$ cat config.mk
export PLATFORM = sky130hd
export DESIGN_NAME = addsub_sequencer_flat
export DESIGN_NICKNAME = d
export VERILOG_FILES = /design/src/rtl/addsub_if.sv /design/src/rtl/addsub_sequencer.sv /design/src/flat_wrapper.sv
export SDC_FILE = /design/constraint.sdc
export NUM_CORES = 1
export LEC_CHECK = 0
export BUFFER_PORTS_ARGS = -buffer_cell sky130_fd_sc_hd__buf_2
export CORE_MARGIN = 1
export CORE_UTILIZATION = 49
export CTS_BUF_LIST = sky130_fd_sc_hd__clkbuf_8
export DETAILED_ROUTE_END_ITERATION = 16
export GPL_TIMING_DRIVEN = 0
export PLACE_DENSITY_LB_ADDON = 0.2
export SLEW_MARGIN = 20
export SYNTH_ARGS = -nofsm -noshare
export SYNTH_HDL_FRONTEND = slang
export SYNTH_SLANG_ARGS = --single-unit
$ cat constraint.sdc
create_clock -name clk -period 1.5 [get_ports clk]
set_input_delay 0 -clock clk [delete_from_list [all_inputs] [get_ports clk]]
set_output_delay 0 -clock clk [all_outputs]
set_load 0.02 [all_outputs]
$ cat src/rtl/addsub_if.sv
// addsub_if: request/response bundle between a calculator client and the
// add/sub sequencer.
//   master (client)    : drives start, op_sub, opa, opb, chain, clear;
//                        observes busy, done, result, carry, overflow, acc_valid.
//   slave  (sequencer) : the mirror image.
interface addsub_if;
  logic       start;
  logic       op_sub;
  logic [3:0] opa;
  logic [3:0] opb;
  logic       chain;
  logic       clear;
  logic       busy;
  logic       done;
  logic [7:0] result;
  logic       carry;
  logic       overflow;
  logic       acc_valid;

  modport master (
    output start, op_sub, opa, opb, chain, clear,
    input  busy, done, result, carry, overflow, acc_valid
  );

  modport slave (
    input  start, op_sub, opa, opb, chain, clear,
    output busy, done, result, carry, overflow, acc_valid
  );
endinterface

$ cat src/rtl/addsub_sequencer.sv
// addsub_sequencer: sequences one registered 4-bit adder/subtractor datapath.
// It latches a request into dp_a/dp_b/dp_cin, waits LATENCY cycles, captures
// dp_addsub/dp_cout, derives signed 4-bit overflow and keeps the result as
// an accumulator, so the next op can use it as A (chain).
//   clk, rst      : clock, synchronous active-high reset
//   bus (slave)   : start/op_sub/opa/opb/chain/clear in;
//                   busy/done/result/carry/overflow/acc_valid out
//   dp_a/b/cin    : operands to the datapath, held stable while busy
//   dp_addsub/cout: datapath result, valid LATENCY cycles after dp_* settle
// LATENCY legal range 1..15.
module addsub_sequencer #(
  parameter int LATENCY = 1
) (
  input  logic       clk,
  input  logic       rst,
  addsub_if.slave    bus,
  output logic [3:0] dp_a,
  output logic [3:0] dp_b,
  output logic       dp_cin,
  input  logic [7:0] dp_addsub,
  input  logic       dp_cout
);

  typedef enum logic [1:0] {ST_IDLE, ST_WAIT, ST_DONE} state_t;

  state_t     state;
  logic [3:0] cnt;
  logic       ovf_next;
  logic       use_acc;

  // dp_cin doubles as the latched op_sub for the operation in flight.
  always_comb begin
    ovf_next = 1'b0;
    if (dp_cin) ovf_next = (dp_a[3] != dp_b[3]) && (dp_addsub[3] != dp_a[3]);
    else        ovf_next = (dp_a[3] == dp_b[3]) && (dp_addsub[3] != dp_a[3]);
  end

  // A same-cycle clear wipes the accumulator first, so chain falls back to opa.
  assign use_acc = bus.chain && bus.acc_valid && !bus.clear;

  always_ff @(posedge clk) begin
    if (rst) begin
      state         <= ST_IDLE;
      cnt           <= '0;
      dp_a          <= '0;
      dp_b          <= '0;
      dp_cin        <= 1'b0;
      bus.busy      <= 1'b0;
      bus.done      <= 1'b0;
      bus.result    <= '0;
      bus.carry     <= 1'b0;
      bus.overflow  <= 1'b0;
      bus.acc_valid <= 1'b0;
    end else begin
      case (state)
        ST_IDLE, ST_DONE: begin
          bus.done <= 1'b0;
          bus.busy <= 1'b0;
          if (bus.clear) begin
            bus.acc_valid <= 1'b0;
            bus.result    <= '0;
            bus.carry     <= 1'b0;
            bus.overflow  <= 1'b0;
          end
          if (bus.start) begin
            dp_a     <= use_acc ? bus.result[3:0] : bus.opa;
            dp_b     <= bus.opb;
            dp_cin   <= bus.op_sub;
            cnt      <= 4'(LATENCY);
            bus.busy <= 1'b1;
            state    <= ST_WAIT;
          end else begin
            state <= ST_IDLE;
          end
        end
        ST_WAIT: begin
          // start and clear are deliberately ignored here; nothing is queued.
          if (cnt == 4'd1) begin
            bus.result    <= dp_addsub;
            bus.carry     <= dp_cout;
            bus.overflow  <= ovf_next;
            bus.acc_valid <= 1'b1;
            bus.busy      <= 1'b0;
            bus.done      <= 1'b1;
            cnt           <= '0;
            state         <= ST_DONE;
          end else begin
            cnt <= cnt - 4'd1;
          end
        end
        default: state <= ST_IDLE;
      endcase
    end
  end

endmodule

$ cat src/flat_wrapper.sv
// flat-port wrapper written by rule: the top's interface ports become plain ports
module addsub_sequencer_flat 
#(
  parameter int LATENCY = 1
)
  (clk, rst, dp_a, dp_b, dp_cin, dp_addsub, dp_cout, bus_start, bus_op_sub, bus_opa, bus_opb, bus_chain, bus_clear, bus_busy, bus_done, bus_result, bus_carry, bus_overflow, bus_acc_valid);
  addsub_if bus_i ();
  input  logic clk;
  input  logic rst;
  output logic [3:0] dp_a;
  output logic [3:0] dp_b;
  output logic dp_cin;
  input  logic [7:0] dp_addsub;
  input  logic dp_cout;
  input wire logic [$bits(bus_i.start)-1:0] bus_start;
  input wire logic [$bits(bus_i.op_sub)-1:0] bus_op_sub;
  input wire logic [$bits(bus_i.opa)-1:0] bus_opa;
  input wire logic [$bits(bus_i.opb)-1:0] bus_opb;
  input wire logic [$bits(bus_i.chain)-1:0] bus_chain;
  input wire logic [$bits(bus_i.clear)-1:0] bus_clear;
  output wire logic [$bits(bus_i.busy)-1:0] bus_busy;
  output wire logic [$bits(bus_i.done)-1:0] bus_done;
  output wire logic [$bits(bus_i.result)-1:0] bus_result;
  output wire logic [$bits(bus_i.carry)-1:0] bus_carry;
  output wire logic [$bits(bus_i.overflow)-1:0] bus_overflow;
  output wire logic [$bits(bus_i.acc_valid)-1:0] bus_acc_valid;
  assign bus_i.start = bus_start;
  assign bus_i.op_sub = bus_op_sub;
  assign bus_i.opa = bus_opa;
  assign bus_i.opb = bus_opb;
  assign bus_i.chain = bus_chain;
  assign bus_i.clear = bus_clear;
  assign bus_busy = bus_i.busy;
  assign bus_done = bus_i.done;
  assign bus_result = bus_i.result;
  assign bus_carry = bus_i.carry;
  assign bus_overflow = bus_i.overflow;
  assign bus_acc_valid = bus_i.acc_valid;
  addsub_sequencer #(.LATENCY(LATENCY)) u_core (.clk(clk), .rst(rst), .bus(bus_i), .dp_a(dp_a), .dp_b(dp_b), .dp_cin(dp_cin), .dp_addsub(dp_addsub), .dp_cout(dp_cout));
endmodule
-- Yosys cells after proc, flatten, opt, wreduce, memory -nomap -nowiden
Index checks and enable logic that the tools add are counted.
- add/sub/neg operators: 1
- reduce and logical (&&, ||, !) cells: 12
- mux-type cells: 22
- equal/unequal tests: 9
- operators with widths (cell ; number):
    2-to-1 mux 8 bit ; 2
    case mux 8 bit (2 select lines) ; 1
    2-to-1 mux 4 bit ; 3
    case mux 1 bit (2 select lines) ; 5
    2-to-1 mux 1 bit ; 8
    case mux 4 bit (2 select lines) ; 1
    AND reduction 2 bit ; 3
    == test 4 x 1 -> 1 bit, second input constant ; 1
    logical AND 1 bit ; 4
    inequality test 2 bit, second input constant ; 2
    case mux 2 bit (2 select lines) ; 1
    subtractor 4 x 1 -> 4 bit, second input constant ; 1
    AND reduction 3 bit ; 1
    == test 2 x 1 -> 1 bit, second input constant ; 1
    == test 2 bit, second input constant ; 1
    zero test 2 bit ; 1
    2-to-1 mux 2 bit ; 1
    inequality test 1 bit ; 2
    inequality test 2 x 1 -> 1 bit, second input constant ; 1
    nonzero test 2 bit ; 1
    OR reduction 2 bit ; 1
    == test 1 bit ; 1
    zero test 1 bit ; 1
- bits in registers: 28
- bits of input ports: 23
- logic and storage cells: 55

-- Longest topological paths before layout
- depth after elaboration: 5
- depth in mapped cells: 7

-- Least setup slack after synthesis
OpenSTA, ideal clock, no wires.
- kind: register to register
- from: reg u_core.cnt[1]
- to: reg u_core.bus.done
- cell stages (with the launch flop): 7
- path slack: 254 ps
- setup time: 72 ps
- data arrival time: 1173 ps
- cell sequence: dfxtp_1 -> inv_1 -> ha_1 -> or3b_1 -> nor2_1 -> nor2_1 -> nor3b_2
- longest elaborated chain between the ends: 3
- RTL lines (what ; RTL line ; RTL):
    start, declared ; addsub_sequencer.sv:27 ; logic [3:0] cnt;
    start signal, assigned ; addsub_sequencer.sv:69 ; cnt <= 4'(LATENCY);
    start signal, assigned ; addsub_sequencer.sv:88 ; cnt <= cnt - 4'd1;
    == test 4 x 1 -> 1 bit ; addsub_sequencer.sv:78 ; if (cnt == 4'd1) begin
    inequality test 2 x 1 -> 1 bit (no source line) ; - ;
    AND reduction 2 bit (no source line) ; - ;
    end signal, assigned ; addsub_sequencer.sv:49 ; bus.done <= 1'b0;
    end signal, assigned ; addsub_sequencer.sv:57 ; bus.done <= 1'b0;
    end signal, assigned ; addsub_sequencer.sv:84 ; bus.done <= 1'b1;
    end, declared ; addsub_if.sv:27 ; output busy, done, result, carry, overflow, acc_valid
No other way between the ends.
A chain may end at the register's enable or synchronous reset.

-- Final worst setup path
- from: reg u_core.cnt[1]
- to: reg u_core.bus.carry
- longest elaborated chain between the ends: 3
- RTL lines (what ; RTL line ; RTL):
    == test 4 x 1 -> 1 bit ; addsub_sequencer.sv:78 ;
    inequality test 2 x 1 -> 1 bit (no source line) ; - ;
    AND reduction 3 bit (no source line) ; - ;
    end signal, assigned ; addsub_sequencer.sv:80 ; bus.carry <= dp_cout;
    end, declared ; addsub_if.sv:27 ;
No other way between the ends.

==> results.yml <==
floorplan:
  die-area_um2: 2570
  die_y_um: 50.7
  initial_utilization_pct: 52.0
  row_count: 17
  die_w_um: 50.7
  core_um2: 2230
  ios: 45
logic_synthesis:
  muxShareOfSynthArea_pct: 5.17
  synth-compound-area-share_pct: 13.6
  synth-simple-area-share_pct: 24.4
  synthFlopType: "dfxtp_1"
  synth-edff-count: 0
  avgSynthCellArea_um2: 9.29
  syn-num-nets: 150
  synth_xor_area_share_pct: 2.26
  yosys.area.top_type: "dfxtp_1"
  ys_ff_latch: 28
  ys_types: 27
  synthAdderAreaFrac_pct: 2.16
  synthTopCellsByArea: "dfxtp_1 (48%), nand3_1 (9.1%), a21oi_1 (5.6%)"
  ys_warn_count: 0
  synth_seq_area_share_pct: 48.3
  synthArstFlopShare_pct: 0
  syn-instance-count: 125
  synth_top_family_by_area: "simple AND/OR/NAND/NOR gates"
  synth_area_um2: 1160
  synthDominantCellAreaShare_pct: 48.3
setup_path:
  crit_family: "simple AND/OR/NAND/NOR gates"
  r2r-start: "u_core.cnt[1]$_SDFFE_PP0P_"
  r2r_end: "u_core.bus.carry$_SDFFE_PP0P_"
  crit_chain: "inv_2 > ha_1 > nor3b_4 > nand2_2 > buf_6 > nand3_1 > a21oi_1"
  slowest_stage: "dfxtp_1"
  ff2ff_path_depth: 7
  arrival_ns: 1.50
  worst_setup_path_end_kind: "flop"
  worstSetupPathType: "reg -> reg"
  path_max_fanout: 10
  crit_path_max_incr_delay_ns: 0.33
  path_buf_inv: 2
  r2r_slack_ns: 0.15
  crit_required_ns: 1.65
  cp-start-kind: "flop"
clock_tree:
  cts_buffers: 3
  cts_tree: "done"
  root_buffer: "clkbuf_8"
  cts_sinks: 28
  cts_max_path_buffers: 2
  clk_latency_ns: 0.27
  path_clk_slew_ns: 0.09
  htree_levels: 1
timing:
  hold_viol_final: 0
  slew_headroom_pct: 70.7
  worstMarginPinSlew_ns: 0.439
  min_period_ns: 1.35
  finalClockSkew_ns: 0.00310
  rsz0062_at_grt: "false"
  fmax_mhz: 741
  whs_ns: 0.0113
  setup_viol: 0
  drv_slew: 0
  setup-tns-final_ns: 0
  finalCritPeriodShare_pct: 89.9
place:
  gp_congestion: 0.807
  hpwlAfterDp_um: 1900
  dpl.cell_count: 197
  io_buffers: 44
run:
  drv_cap: 0
worst_hold_path:
  hp-start: "bus_opa[0]"
  worst_hold_path.endpoint: "u_core.dp_a[0]$_SDFFE_PP0P_"
  min_path_cells: 3
  hold_path_class: "in -> reg"
finish:
  multi_input_area_um2: 558
  fillers: 168
  syn_to_final_growth_pct: 41.7
  diodes: 0
  layout.cells.non_filler: 216
  seq_area_um2: 562
  nets: 214
  drive_gt1_share_pct: 33.0
global_route:
  grt_pass1_wl_um: 4360
  grt.overflow.total: 0
  antenna_found_initial: 0
  grt_usage_pct: 22.4
  grt_max_degree: 17
  grt_pass1_vias: 995
routing:
  drc: 0
  vias: 1104
  drt-wirelength-per-cell_um: 12.7
  drt_wl_total_um: 2740
  ant_nets: 0
  drt_iter0_markers: 18
  via_per_inst: 5.11
  drtPass1Iterations: 4
power:
  power.density_nw_per_um2: 1120
  p_leak_uw: 0.000758
  ir_drop_v: 0.000769
status:
  outcome: "finished clean"
-- worst max path at each step --
stage	startpoint	end	depth (start not counted)
floorplan	u_core.cnt[1]$_SDFFE_PP0P_	u_core.bus.done$_SDFFE_PP0P_	6
global placement	u_core.cnt[1]$_SDFFE_PP0P_	u_core.bus.overflow$_SDFFE_PP0P_	6
detailed placement	u_core.cnt[1]$_SDFFE_PP0P_	u_core.bus.result[7]$_SDFFE_PP0P_	6
CTS	u_core.cnt[1]$_SDFFE_PP0P_	u_core.bus.result[7]$_SDFFE_PP0P_	6
global route	u_core.cnt[1]$_SDFFE_PP0P_	u_core.bus.result[7]$_SDFFE_PP0P_	7
finish	u_core.cnt[1]$_SDFFE_PP0P_	u_core.bus.carry$_SDFFE_PP0P_	7
-- area by class of cell --
class | instances | area share, %
Buffer | 6 | 2.66
Clock buffer | 3 | 2.51
Multi-Input combinational cell | 89 | 33.9
Tap cell | 28 | 2.13
Inverter | 2 | 0.456
Timing Repair Buffer | 59 | 22.4
Sequential cell | 28 | 34.1
Clock inverter | 1 | 1.83
-- cell families (layout without fill, tap and decap cells) --
family,count (synthesis),count (layout)
simple gates,51,51
xor+xnor,3,3
fa+ha+maj,2,2
compound gates,27,27
buf+inv,8,71
mux,6,6
flops,28,28
-- routing by layer --
layer  up-vias  part of all wire, %  global-route usage, %
li1        565                    -                      -
met1       500                   43                   27.7
met2        37                   52                   41.3
met3         2                  5.1                   2.73
met4         0                 0.33                   4.17
met5         -                    0                      0
-- placed cells by master, fill, tap and decap left out --
cell type	count
nand2_2	1
dfxtp_2	1
dfxtp_1	27
buf_4	2
a21oi_1	13
or3b_1	1
nand3b_1	2
and2b_1	1
and2b_4	1
inv_1	1
clkbuf_8	3
clkbuf_1	1
buf_2	46
nand2_1	6
nand3_1	21
xor2_1	2
nor2_2	1
o21ai_0	7
dlygate4sd3_1	14
mux2i_1	6
bufinv_16	1
nand2b_1	5
buf_6	2
xnor2_1	1
ha_1	2
nor2_1	7
nor3b_4	1
o21ai_1	1
inv_2	1
nor3b_2	1
a2bb2oi_1	1
a22o_1	5
nor2b_2	1
nor3_1	2
-- per-stage QoR --
stage / utilization [%] / power, µW / instance area, µm² / worst slack [ns]
6_report: 73.7 / 1850 / 1650 / 0.151
5_1_grt: 73.7 / 1930 / 1650 / 0.0000755
4_1_cts: 72.9 / 1840 / 1630 / 0.0472
3_5_place_dp: 63.4 / 1230 / 1420 / 0.0728
3_3_place_gp: 63.4 / 1210 / 1420 / 0.156
2_1_floorplan: - / 1110 / 1160 / 0.254
-- registers in the layout (all words and copies together) (netlist names) --
| name | flops |
|---|---|
| u_core.bus.busy | 1 |
| u_core.bus.done | 1 |
| u_core.bus.acc_valid | 1 |
| u_core.dp_a | 4 |
| u_core.bus.overflow | 1 |
| u_core.bus.result | 8 |
| u_core.dp_b | 4 |
| u_core.state | 2 |
| u_core.dp_cin | 1 |
| u_core.cnt | 4 |
| u_core.bus.carry | 1 |
-- timing repair --
item | in CTS | in global routing
resized for setup | 0 | 5
endpoints found under the hold margin | 14 | 0
hold buffers | 14 | 0
setup buffers | 0 | 1
endpoints found under the setup margin | 0 | 11
-- Yosys cell counts, drive strengths merged (5+ instances only) --
master / instances
nand3: 21
nand2: 7
a21oi: 13
a22o: 5
buf: 5
nand2b: 5
dfxtp: 28
mux2i: 6
nor2: 8
o21ai: 8
-- worst register-to-register path: cells and delay by family (launching register included) --
family | cells | cell delay, ns
AOI/OAI and AO/OA | 1 | 0.06
DFF | 1 | 0.33
adders and majority gates | 1 | 0.15
and+or+nand+nor | 3 | 0.44
buffers and inverters | 2 | 0.24
-- where the power goes --
group / switching, µW / internal [µW] / leakage [µW] / total, µW
combinational: 218 / 187 / 0.000494 / 405
sequential: 52.9 / 800 / 0.000229 / 853
clock: 232 / 357 / 0.0000357 / 589
No activity file was read; power rests on OpenSTA's default activity.
